==> config.mk <==
export PLATFORM = sky130hd
export DESIGN_NAME = cpu_fetch
export DESIGN_NICKNAME = d
export VERILOG_FILES = /design/src/rtl/cpu_fetch.sv
export SDC_FILE = /design/constraint.sdc
export NUM_CORES = 1
export LEC_CHECK = 0
export BUFFER_PORTS_ARGS = -buffer_cell sky130_fd_sc_hd__buf_2
export CORE_MARGIN = 2
export CORE_UTILIZATION = 28
export CTS_BUF_LIST = sky130_fd_sc_hd__clkbuf_16
export DETAILED_ROUTE_END_ITERATION = 12
export PLACE_DENSITY = 0.48
export SKIP_CTS_REPAIR_TIMING = 1
export SLEW_MARGIN = 20
export SYNTH_ARGS = -nofsm -noshare
export SYNTH_HDL_FRONTEND = slang
export SYNTH_SLANG_ARGS = --single-unit
==> constraint.sdc <==
create_clock -name clk -period 7.8 [get_ports clk]
set_clock_uncertainty 0.1 [all_clocks]
set_input_delay 1.17 -clock clk [delete_from_list [all_inputs] [get_ports clk]]
set_output_delay 1.17 -clock clk [all_outputs]
set_load 0.01 [all_outputs]
==> src/rtl/cpu_fetch.sv <==
// cpu_fetch: LEGv8 instruction fetch stage.
// Owns the PC, runs a req/ready handshake with instruction memory, holds the
// fetched word for the decoder, takes branch redirects and stops on HALT.
module cpu_fetch #(
   parameter int unsigned             PC_WIDTH = 64,
   parameter logic [PC_WIDTH-1:0]     RESET_PC = '0
) (
   input  logic                clk,
   input  logic                reset,
   output logic                imem_req,
   output logic [PC_WIDTH-1:0] imem_addr,
   input  logic                imem_ready,
   input  logic [31:0]         imem_rdata,
   input  logic                stall,
   input  logic                take_branch,
   input  logic [PC_WIDTH-1:0] branch_target,
   output logic [31:0]         inst,
   output logic [PC_WIDTH-1:0] inst_pc,
   output logic                inst_valid,
   output logic [10:0]         inst31_21,
   output logic                halted
);

   localparam int unsigned INST_W  = 32;
   localparam int unsigned OP_W    = 11;
   localparam logic [OP_W-1:0] HALT_OP = 11'h7FF;

   typedef enum logic [1:0] {
      IDLE  = 2'd0,
      FETCH = 2'd1,
      VALID = 2'd2,
      HALT  = 2'd3
   } state_t;

   state_t              r_state;
   logic [PC_WIDTH-1:0] r_pc;
   logic [INST_W-1:0]   r_inst;
   logic [PC_WIDTH-1:0] r_inst_pc;
   logic                r_inst_valid;
   logic                r_imem_req;
   logic                r_halted;

   state_t              w_state_nxt;
   logic [PC_WIDTH-1:0] w_pc_nxt;
   logic [INST_W-1:0]   w_inst_nxt;
   logic [PC_WIDTH-1:0] w_inst_pc_nxt;
   logic                w_inst_valid_nxt;
   logic                w_imem_req_nxt;
   logic                w_halted_nxt;
   logic                w_is_halt;

   assign w_is_halt = (r_inst[31:21] == HALT_OP);

   // Next-state and next-register values; a redirect overrides everything but HALT.
   always_comb begin
      w_state_nxt      = r_state;
      w_pc_nxt         = r_pc;
      w_inst_nxt       = r_inst;
      w_inst_pc_nxt    = r_inst_pc;
      w_inst_valid_nxt = r_inst_valid;

      case (r_state)
         IDLE: begin
            w_state_nxt = FETCH;
         end
         FETCH: begin
            if (imem_ready) begin
               w_inst_nxt       = imem_rdata;
               w_inst_pc_nxt    = r_pc;
               w_pc_nxt         = r_pc + PC_WIDTH'(4);
               w_inst_valid_nxt = 1'b1;
               w_state_nxt      = VALID;
            end
         end
         VALID: begin
            if (!stall) begin
               w_inst_valid_nxt = 1'b0;
               w_state_nxt      = w_is_halt ? HALT : FETCH;
            end
         end
         HALT: begin
            w_inst_valid_nxt = 1'b0;
         end
         default: begin
            w_state_nxt = IDLE;
         end
      endcase

      // Redirect: drop any response or held word and restart at the aligned target.
      if (take_branch && (r_state != HALT)) begin
         w_pc_nxt         = {branch_target[PC_WIDTH-1:2], 2'b00};
         w_inst_nxt       = r_inst;
         w_inst_pc_nxt    = r_inst_pc;
         w_inst_valid_nxt = 1'b0;
         w_state_nxt      = FETCH;
      end

      w_imem_req_nxt = (w_state_nxt == FETCH);
      w_halted_nxt   = (w_state_nxt == HALT);
   end

   // State and datapath registers with asynchronous reset.
   always_ff @(posedge clk or posedge reset) begin
      if (reset) begin
         r_state      <= IDLE;
         r_pc         <= RESET_PC;
         r_inst       <= '0;
         r_inst_pc    <= '0;
         r_inst_valid <= 1'b0;
         r_imem_req   <= 1'b0;
         r_halted     <= 1'b0;
      end else begin
         r_state      <= w_state_nxt;
         r_pc         <= w_pc_nxt;
         r_inst       <= w_inst_nxt;
         r_inst_pc    <= w_inst_pc_nxt;
         r_inst_valid <= w_inst_valid_nxt;
         r_imem_req   <= w_imem_req_nxt;
         r_halted     <= w_halted_nxt;
      end
   end

   assign imem_req   = r_imem_req;
   assign imem_addr  = r_pc;
   assign inst       = r_inst;
   assign inst_pc    = r_inst_pc;
   assign inst_valid = r_inst_valid;
   assign halted     = r_halted;
   assign inst31_21  = r_inst[31:21];

endmodule

* Word level (Yosys, flattened, before mapping)
Index checks and enable logic that the tools add are counted. Widths: inputs -> output; s select.
Word-level totals: flip-flop bits (word level) 165, bits of input ports 101, output and inout port bits 174, word-level logic and storage cells 38
Cells by class: $add $sub $neg 1, eq/ne operators 9, mux-type cells 12, bitwise gates (word level) 1, reductions and logical operators 8
Operators with widths (count):
- $mux 64 | 3
- $add 64x3->64 const B | 1
- $eq 11x11->1 const B | 1
- $mux 2 | 4
- $eq 2x2->1 const B | 3
- $ne 3x3->1 const B | 2
- $pmux 2 s3 | 1
- $reduce_and 3->1 | 2
- $eq 2x1->1 const B | 2
- $reduce_bool 2->1 | 2
- $reduce_bool 4->1 | 1
- $mux 1 | 3
- $pmux 1 s3 | 1
- $logic_not 2->1 | 1
- $ne 2x2->1 const B | 1
- $reduce_and 2->1 | 1
- $logic_and 1x1->1 | 1
- $not 1->1 | 1

* Logic depth before layout (Yosys ltp)
depth after elaboration 6, depth in mapped cells 9, gate-level depth less buffers 7

* Least setup slack after synthesis
No wires, ideal clock.
path type input-to-reg, start point input take_branch, end point register r_inst[12] (netlist: inst[12]), library setup time 125 ps, arrival time 2659 ps, data required time 7575 ps, slack 4916 ps, stages 6, path buffers 3, cell sequence nor2b_1 > clkbuf_1 > nor2_1 > buf_1 > clkbuf_1 > mux2_2
On the way: cells in the longest elaborated chain, start to end 3
Ends and longest elaborated chain:
- from (decl) | RTL line 15 | input logic take_branch,
- $logic_and 1x1->1 | RTL line 90 | if (take_branch && (r_state != HALT)) begin
- $not 1->1 (no line)
- $reduce_and 3->1 (no line)
- to (signal assigned) | RTL line 115 | r_inst <= w_inst_nxt;
- to (decl) | RTL line 37 | logic [INST_W-1:0] r_inst;
Every way passes these cells. A chain may end at the register's enable or synchronous reset.

* Worst setup path after layout
start point input imem_ready, end point register r_inst_pc[45] (netlist: inst_pc[45])
On the way: cells in the longest elaborated chain, start to end 1
Ends and longest elaborated chain:
- from (decl) | RTL line 12 | input logic imem_ready,
- $reduce_and 3->1 (no line)
- to (signal assigned) | RTL line 116 | r_inst_pc <= w_inst_pc_nxt;
- to (decl) | RTL line 38 | logic [PC_WIDTH-1:0] r_inst_pc;
Every way passes these cells.

==> impl_metrics.tcl <==
set metrics [dict create \
    status "completed" \
    dieArea_mm2 0.02883 \
    rsz0062_at_grt "no" \
    crit_type "input port to flip-flop" \
    grt_overflow_total 0 \
    wl_per_cell_um 16.52 \
    synth_edf_count 0 \
    start_kind "input port" \
    crit_path_end_kind "flip-flop" \
    root_buffer "clkbuf_16" \
    grt_antenna_before_repair 0 \
    p_leak_nw 4.355 \
    grt_max_degree 80 \
    synth.area.top_cells "dfrtp_1 (52%), mux2_2 (13%), nand2_1 (3.1%)" \
    synth.most_common_cell "dfrtp_1" \
    finalCritPeriodShare_pct 41.91 \
    viasPerCell 4.807 \
    synth-seq-area-share_pct 52.35 \
    die_y_um 169.8 \
    drive_above_1_share_pct 42.22 \
    crit_arrival_ps 3470 \
    ys_seq_elements 161 \
    netlist_area_mm2 0.007696 \
    crit_required_ps 8000 \
    numPortBuffers 268 \
    hpwlAfterDp_mm 15.44 \
    fp-row-count 60 \
    async_flop_share_pct 100.0 \
    grt_usage_pct 15.03 \
    yosysWarnings 0 \
    io_pins 275 \
    h-tree-depth 4 \
    fin_crit_ps 3269 \
    vdd_drop_max_v 0.0001649 \
    ys_top_cells_by_count "dfrtp_1 (161), mux2_2 (86), nand2_1 (64), nor2_1 (42), nand3_1 (31)" \
    grt_pass1_vias 6110 \
    final_util_pct 36.70 \
    grt_pass1_wl_mm 34.14 \
    vias 6240 \
    power.density_mw_per_mm2 387.1 \
    cts_tree "done" \
    cts.clk_slew.worst_paths_ps 70 \
    synth_cell_type_count 48 \
    setup_tns_ps 0 \
    route.detailed.drc 0 \
    cts_sinks 161 \
    totalWireLength_mm 21.44 \
    hp-class "flip-flop to flip-flop" \
    relSlewSlack_pct 40.34 \
    maxCapViolCount 0 \
    cts_max_path_buffers 2 \
    crit_path_max_fanout 68 \
    fin_nets 1052 \
    start_util_pct 28.56 \
    syn_inst 697 \
    die_w_um 169.8 \
    antenna_left 0 \
    firstDrtPassIters 4 \
    synthFlopType "dfrtp_1" \
    worstMarginPinSlew_ps 894.9 \
    antenna_cells 0 \
    avgSynthCellArea_um2 11.04 \
    core_mm2 0.02695 \
    cts_made_buffers 17 \
    yosysTopAreaCellShare_pct 52.35 \
    gp_congestion 0.7113 \
    report.final.slew_viol_count 0 \
    setup_viol 0 \
    drt_iter0_markers 300 \
    clock_latency_ps 430 \
    max_freq_ghz 0.3059 \
    hold_viol 0 \
    yosys.area.top_type "dfrtp_1" \
    nFillCells 2763 \
    syn_to_final_growth_pct 28.52 \
]
## worst paths after layout
| kind | from | end | slack (ps) | depth (start not counted) |
|---|---|---|---|---|
| min in group asynchronous | reset | inst[11] | 650 | 2 |
| max reg2reg | r_state[1] | inst_pc[45] | 4570 | 6 |
| max in group asynchronous | reset | inst[24] | 5680 | 3 |
| min | inst[9] | inst[9] | 380 | 1 |
| min reg2reg | inst[9] | inst[9] | 380 | 1 |
| max | imem_ready | inst_pc[45] | 4530 | 5 |
## area by class of cell
type	count	area, µm²	area share (%)
Multi-Input combinational cell	476	3343	33.80
Clock inverter	13	211.5	2.138
Clock buffer	17	425.4	4.301
Timing Repair Buffer	275	1394	14.09
Tap cell	341	426.7	4.314
Sequential cell	161	4029	40.73
Inverter	15	61.31	0.6199
## metrics by stage
stage	power (mW)	hold slack, ps	cells	setup slack (ps)	cell area [µm²]
final	3.829	382.3	1298	4531	9891
after detailed placement	2.940	369.5	1268	4007	9254
after global placement	2.916	361.6	1268	4001	9254
after CTS	3.890	385.9	1298	4442	9891
after floorplan	2.370	428.8	700	2182	7707
after global routing	4.100	396.4	1298	4332	9891
## kinds of logic after synthesis
kind of cell    synth area share (%)
flops                          52.35
compound gates                 7.462
mux                            14.70
simple gates                   16.40
xor+xnor                       3.642
buf+inv                        4.585
other cells                  0.04873
fa+ha+maj                     0.8129
## flip-flops by register name (all words and copies together), names as in the netlist
name	count
imem_addr	62
inst_pc	62
inst	32
r_state	2
halted	1
imem_req	1
inst_valid	1
## cells in the final DEF, fill, tap and decap left out, types with 7 or more instances in the layout
cell,Yosys,layout
a31oi_1,23,23
buf_2,2,268
buf_4,15,7
clkbuf_16,0,17
dfrtp_1,161,161
inv_1,15,15
mux2_1,10,10
mux2_2,86,86
nand2_1,64,64
nand3_1,31,31
nand4_1,28,28
nor2_1,42,41
nor3_1,8,8
nor4_1,8,8
o21ai_0,27,27
o21ai_1,13,13
o31ai_1,16,16
or3_1,9,9
or4_1,19,19
xnor2_1,16,16
xor2_1,16,16
## layer usage
layer / up-vias / routed length (µm) / global-route usage (%)
met2: 190 / 9970 / 24.26
met4: 0 / 197 / 3.605
met1: 3029 / 10030 / 20.28
met5: - / 0 / 0
li1: 3006 / - / -
met3: 15 / 1240 / 3.778
## worst max-delay path, stage by stage
cell and delay, ps:
buf_2 160, nand2_1 180, nor2_4 660, buf_4 800, mux2_2 420
## power breakdown
| group | switching (mW) | total [mW] | internal, mW |
|---|---|---|---|
| Clock | 0.366 | 0.933 | 0.568 |
| Combinational | 0.692 | 1.36 | 0.666 |
| Sequential | 0.344 | 1.54 | 1.19 |
| Total | 1.40 | 3.83 | 2.43 |
(Power assumes the default switching activity.)
